<file path="src/rtl/regfile_wb_arbiter.sv">
// regfile_wb_arbiter: round-robin writeback arbiter, busy scoreboard and optional read bypass (WB_BYPASS_EN)
module regfile_wb_arbiter #(
  parameter int NUM_REQ  = 3,
  parameter int DATA_W   = 32,
  parameter int ADDR_W   = 5,
  parameter int NUM_REGS = 32
) (
  input  logic                      clock,
  input  logic                      ctrl_reset,
  input  logic [NUM_REQ-1:0]        req_valid,
  input  logic [NUM_REQ*ADDR_W-1:0] req_addr,
  input  logic [NUM_REQ*DATA_W-1:0] req_data,
  output logic [NUM_REQ-1:0]        req_ready,
  input  logic                      issue_valid,
  input  logic [ADDR_W-1:0]         issue_addr,
  output logic                      issue_stall,
  output logic [NUM_REGS-1:0]       busy,
  output logic                      ctrl_writeEnable,
  output logic [ADDR_W-1:0]         ctrl_writeReg,
  output logic [DATA_W-1:0]         data_writeReg,
  input  logic [ADDR_W-1:0]         ctrl_readRegA,
  input  logic [ADDR_W-1:0]         ctrl_readRegB,
  input  logic [DATA_W-1:0]         rf_readA,
  input  logic [DATA_W-1:0]         rf_readB,
  output logic [DATA_W-1:0]         data_readRegA,
  output logic [DATA_W-1:0]         data_readRegB
);
  localparam int PW = $clog2(NUM_REQ);
  logic [PW-1:0]       ptr, gidx, idx;
  logic                xfer;
  logic [ADDR_W-1:0]   g_addr;
  logic [DATA_W-1:0]   g_data;
  logic [NUM_REGS-1:0] busy_n;
  // scan requesters from ptr with wrap; first valid one wins, nothing is granted during reset
  always_comb begin
    gidx = '0;
    idx = '0;
    xfer = 1'b0;
    for (int k = 0; k < NUM_REQ; k++) begin
      idx = PW'((int'(ptr) + k) % NUM_REQ);
      if (!xfer && req_valid[idx]) begin
        xfer = 1'b1;
        gidx = idx;
      end
    end
    if (ctrl_reset) xfer = 1'b0;
    req_ready = xfer ? {{(NUM_REQ-1){1'b0}}, 1'b1} << gidx : '0;
  end
  assign g_addr = req_addr[gidx*ADDR_W +: ADDR_W];
  assign g_data = req_data[gidx*DATA_W +: DATA_W];
  assign issue_stall = issue_valid & busy[issue_addr];
  // next scoreboard: clear on retiring write, then set on accepted issue so the set wins; r0 never busy
  always_comb begin
    busy_n = busy;
    if (ctrl_writeEnable) busy_n[ctrl_writeReg] = 1'b0;
    if (issue_valid && !issue_stall && issue_addr != '0) busy_n[issue_addr] = 1'b1;
    busy_n[0] = 1'b0;
  end
  // rr pointer, registered write stage and scoreboard state
  always_ff @(posedge clock or posedge ctrl_reset) begin
    if (ctrl_reset) begin
      ptr <= '0;
      busy <= '0;
      ctrl_writeEnable <= 1'b0;
      ctrl_writeReg <= '0;
      data_writeReg <= '0;
    end else begin
      busy <= busy_n;
      ctrl_writeEnable <= xfer && g_addr != '0;
      if (xfer) begin
        ptr <= gidx == PW'(NUM_REQ-1) ? '0 : gidx + 1'b1;
        ctrl_writeReg <= g_addr;
        data_writeReg <= g_data;
      end
    end
  end
`ifdef WB_BYPASS_EN
  assign data_readRegA = ctrl_writeEnable && ctrl_writeReg != '0 && ctrl_writeReg == ctrl_readRegA ? data_writeReg : rf_readA;
  assign data_readRegB = ctrl_writeEnable && ctrl_writeReg != '0 && ctrl_writeReg == ctrl_readRegB ? data_writeReg : rf_readB;
`else
  logic unused_rd;
  assign unused_rd = ^{ctrl_readRegA, ctrl_readRegB};
  assign data_readRegA = rf_readA;
  assign data_readRegB = rf_readB;
`endif
endmodule

</file>
<file path="config.mk">
export PLATFORM = sky130hd
export DESIGN_NAME = regfile_wb_arbiter
export DESIGN_NICKNAME = d
export VERILOG_FILES = /design/src/rtl/regfile_wb_arbiter.sv
export SDC_FILE = /design/constraint.sdc
export NUM_CORES = 1
export LEC_CHECK = 0
export CAP_MARGIN = 5
export CORE_AREA = 4 4 127 129
export CTS_CLUSTER_DIAMETER = 120
export DETAILED_ROUTE_END_ITERATION = 8
export DIE_AREA = 0 0 131 133
export PLACE_DENSITY = 0.72
export SLEW_MARGIN = 40
export SYNTH_ARGS = -nofsm -noshare
export SYNTH_HDL_FRONTEND = slang
export SYNTH_SLANG_ARGS = --single-unit
export TNS_END_PERCENT = 10
</file>
<file path="constraint.sdc">
create_clock -name clock -period 5.38 [get_ports clock]
set_input_delay 1.076 -clock clock [delete_from_list [all_inputs] [get_ports clock]]
set_output_delay 1.076 -clock clock [all_outputs]
set_load 0.1 [all_outputs]
</file>
* Yosys cells after proc, flatten, opt, wreduce, memory -nomap -nowiden
Cells that the tools add are included.
** Storage, ports and cells
- RAM bits :: 0
- Bits in read-only memories :: 0
- Word-level logic and storage cells :: 62
- Output and inout bits :: 138
- Bits in latches :: 0
- Memories :: 0
- Input port bits :: 196
- Register bits after elaboration :: 71
** Cells by class
- Add/sub/neg operators :: 3
- Magnitude comparators :: 7
- Equal/unequal tests :: 1
- Reductions and logical operators :: 12
- Shifts and indexed selects :: 3
- Mux-type cells :: 23
- Div/mod/pow operators :: 3
- Bitwise operators :: 4
- $mul :: 1
** Operators with widths (count)
- $shiftx A96 B8 Y32 :: 1
- $mod A32 B3 Y32 const B :: 2
- $mux W32 :: 2
- $and A32 B32 Y32 :: 1
- $mod A3 B3 Y32 const B :: 1
- $not A32 Y32 :: 1
- $or A32 B32 Y32 :: 1
- $shiftx A15 B6 Y5 :: 1
- $lt A5 B6 Y1 const B :: 2
- $demux W1 S5 :: 2
- $ge A5 B1 Y1 const B :: 2
- $mux W1 :: 10
- $reduce_bool A5 Y1 :: 2
- $lt A2 B3 Y1 const B :: 3
- $mux W2 :: 4
- $logic_and A1 B1 Y1 :: 7
- $bmux W1 S2 :: 3
- $bmux W1 S5 :: 1
- $mul A2 B3 Y5 const B :: 1
- $add A2 B1 Y3 const B :: 1
- $add A2 B2 Y3 const B :: 1
- $logic_not A1 Y1 :: 3
- $mux W3 :: 1
- $shl A1 B2 Y3 const A :: 1
- other kinds (3) :: 3

* Depth between registers and ports, before layout
- Word-level depth :: 14
- Gate-level depth with buffers :: 12
- Mapped depth without buffers :: 9

* Worst setup path after synthesis
OpenSTA, ideal clock, no wires.
- Path kind :: input -> output
- Start point :: input port ctrl_reset
- End point :: output port req_ready[0]
- Slack :: -1025 ps
- Required time :: 4304 ps
- Buffers on the path :: 0
- Stages :: 3
- Arrival :: 5329 ps
- Cells stage by stage :: inv_1 > o21ai_2 > nor3b_1
** Between the ends
- Word-level cells in the longest chain between the ends :: 2
** RTL lines
- start, declared :: line 9 : input logic ctrl_reset,
- $mux W1 :: line 46 : if (ctrl_reset) xfer = 1'b0;
- $mux W3 :: line 47 : req_ready = xfer ? {{(NUM_REQ-1){1'b0}}, 1'b1} << gidx : '0;
- end, declared :: line 13 : output logic [NUM_REQ-1:0] req_ready,
Every way passes these cells.

* Worst setup path in the final report
- Start point :: input port issue_addr[0]
- End point :: output port issue_stall
** Between the ends
- Word-level cells in the longest chain between the ends :: 3
** RTL lines
- start, declared :: line 15 : input logic [ADDR_W-1:0] issue_addr,
- $bmux W1 S5 :: line 51 : assign issue_stall = issue_valid & busy[issue_addr];
- $mux W1 (not written as such) :: line 51
- $and A1 B1 Y1 :: line 51
- end, declared :: line 16 : output logic issue_stall,
Every way passes these cells. The select of a mux whose other input is x is not followed.

==> results.yml <==
cts:
  hold_buffer_count_at_cts: 0
  tritoncts: "done"
  clock_tree.root_cell: "clkbuf_16"
  cts-resized-gates: 0
  cts.clk_slew.worst_paths_ns: 0.06
  cts-buffers-inserted: 9
  post-cts-setup-buffers: 0
  cts-htree-levels: 3
  cts.path.max_buffers: 2
  clock_latency_ns: 0.34
  cts.sink_count: 71
global_route:
  grt_overflow: 0
  grt_pass1_wl_mm: 23.85
  grt_antenna_before_repair: 0
  grtUsageTotal_pct: 17.59
  grt_start_max_net_pins: 72
  first_global_vias: 4537
cells_and_area:
  number_of_fill_cells_in_the_layout: 1475
  n_antenna_cell: 0
  layoutNonFillerInstCount: 806
  syn_to_final_growth_pct: 35.19
  finalNetCount: 813
  final_layout_size_suffix_gt1_share_pct: 19.58
timing:
  final_min_period_over_clock_period_pct: 86.54
  timing.fmax_mhz: 214.8
  final_critical_path_setup_slack_ns: 0.7240
  fin_setup_tns_ns: 0
  worst_slew_margin_rel_pct: 54.60
  setup_viols_final: 0
  slew_viol_final: 0
  fin_hold_viols: 0
  tightest_slew_ns: 0.6789
  finalCriticalPeriod_ns: 4.656
  rsz0062_at_grt: "no"
  final.hold.worst_slack_ns: 0.4785
  final.setup_skew_ns: 0.008895
place:
  detailed_place_hpwl_mm: 12.03
  routability_congestion_estimate: 0.8886
  post-place-cells: 790
  pre_cts_slack_ns: 0.7572
  io_buffer_count: 194
synth:
  netlist-cell-type-count: 53
  synth-compound-area-share_pct: 22.26
  synth_adder_area_share_pct: 1.086
  ys_dominant_reg_cell: "dfrtp_1"
  syn-instance-count: 499
  post-synth-top-area-cell: "dfrtp_1"
  avgSynthCellArea_um2: 9.235
  synth_simple_gate_area_share_pct: 15.40
  post-synth-top-area-fraction_pct: 38.56
  combinational_family_with_the_most_area_after_synthesis: "compound AO/OA/AOI/OAI gates"
  synth-edff-count: 0
  syn_area_um2: 4608
  yosysWarningCount: 0
  synthTopCellsByArea: "dfrtp_1 (39%), buf_4 (11%), o21ai_0 (7.1%), a221o_1 (6.3%), nand2_1 (4.0%)"
  async_reset_ff_share_pct: 100.0
  synth_seq_cells: 71
  synthXorXnorAreaFrac_pct: 0
  ys_seq_area_share_pct: 38.56
  syn_nets: 699
  fraction_of_synthesized_area_in_multiplexers_pct: 7.901
floorplanning:
  placement_rows: 45
  io_pins: 334
  fp.coreArea_um2: 15030
  die_height_um: 133
  floorplan.die.width_um: 131
  floorplan.initialDensity_pct: 30.65
  die_area_um2: 17420
worst_hold_path:
  min-delay-path-class: "flip-flop to flip-flop"
  min_from: "data_writeReg[10]$_DFFE_PP0P_"
routing:
  postRouteAntennaNets: 0
  viasPerCell: 5.445
  post_drt_wl_per_cell_um: 19.39
  detail_route.wirelength_mm: 15.63
  vias: 4389
  drc: 0
  detailedRoute.firstPassIterationCount: 6
  drtIter0Drc: 342
setup_path:
  timing.critical_path.fanout_max: 13
  setup.worst_path.start_class: "primary input"
  crit_end_category: "primary output"
  crit_path_start: "issue_addr[0]"
  worst_ep_required_time_ns: 4.30
  r2r-start: "ptr[1]$_DFFE_PP0P_"
  timing.setup.critical_path_class: "primary input to primary output"
  crit_arrival_ns: 3.58
outcome:
  run_status: "finished clean"
run:
  maxCapViolations: 0
==> through the flow <==
stage / area, um^2 / utilization [%]
after floorplan: 4617 / -
after detailed placement: 5884 / 39.14
after CTS: 6230 / 41.44
after global routing: 6230 / 41.44
after global placement: 6207 / 41.29
final: 6230 / 41.44
==> layout by cell type (no fill, tap or decap), types with 5 or more instances in the layout <==
master	netlist	final
clkbuf_16	0	9
mux2i_1	15	15
nand3_1	34	34
nor2_1	18	18
o21ai_0	65	65
a21oi_1	36	36
a221o_1	29	29
clkdlybuf4s50_1	0	121
mux4_1	5	5
nand2_1	49	49
dfrtp_1	71	71
o21ai_1	5	5
buf_4	67	8
nand3b_1	10	10
buf_2	14	69
inv_1	7	6
==> critical path, stage by stage <==
cell and delay [ns]:
clkdlybuf4s50_1 0.90, mux4_1 0.64, a32oi_1 0.29, o221ai_2 0.20, nor2_1 0.12, a21boi_0 0.10
buf_4 0.25
==> final timing paths <==
path / endpoint / slack (ns) / cells after the start
min reg2reg: data_writeReg[10]$_DFFE_PP0P_ / 0.48 / 2
min: data_writeReg[10]$_DFFE_PP0P_ / 0.48 / 2
max in group asynchronous: busy[11]$_DFF_PP0_ / 3.55 / 3
min in group asynchronous: data_writeReg[10]$_DFFE_PP0P_ / 1.37 / 3
max: issue_stall / 0.72 / 7
max reg2reg: data_writeReg[19]$_DFFE_PP0P_ / 1.81 / 12
==> logic make-up after synthesis <==
logic type / count (synthesis)
AND/OR/NAND/NOR: 136
AO/OA/AOI/OAI: 157
buffers and inverters: 105
flip-flops: 71
adder cells (fa/ha/maj): 4
multiplexers: 25
other: 1
==> synthesized netlist by cell type, types with 7 or more instances <==
library cell	instances
a21oi_1	36
nor2_1	18
o21ai_0	65
mux2i_1	15
buf_2	14
clkbuf_1	15
inv_1	7
nand3_1	34
nand2_1	49
a221o_1	29
nand3b_1	10
buf_4	67
dfrtp_1	71
==> layout make-up <==
| cell class | count | area, um^2 | area share, % |
|---|---|---|---|
| tap | 188 | 235.2 | 3.776 |
| inverter | 7 | 30.03 | 0.4820 |
| timing repair buffer | 201 | 1659 | 26.63 |
| clock buffer | 9 | 225.2 | 3.615 |
| sequential | 71 | 1777 | 28.52 |
| multi-input combinational | 323 | 2183 | 35.05 |
| clock inverter | 7 | 120.1 | 1.928 |
==> per-layer routing <==
metal,wire (um),vias to the layer above,GRT usage [%]
met1,5908,2104,20.26
li1,-,1987,-
met5,0,-,0
met4,456,0,7.771
met2,7526,261,28.67
met3,1733,37,6.823
==> state kept, by name, summed over array words and instances, names as in the netlist <==
signal            flops
ctrl_writeReg         5
busy                 31
ptr                   2
data_writeReg        32
ctrl_writeEnable      1
Power is left out: the tool's default activity adds up to more than one toggle a clock period on the data nets, which glitch-free logic cannot reach.
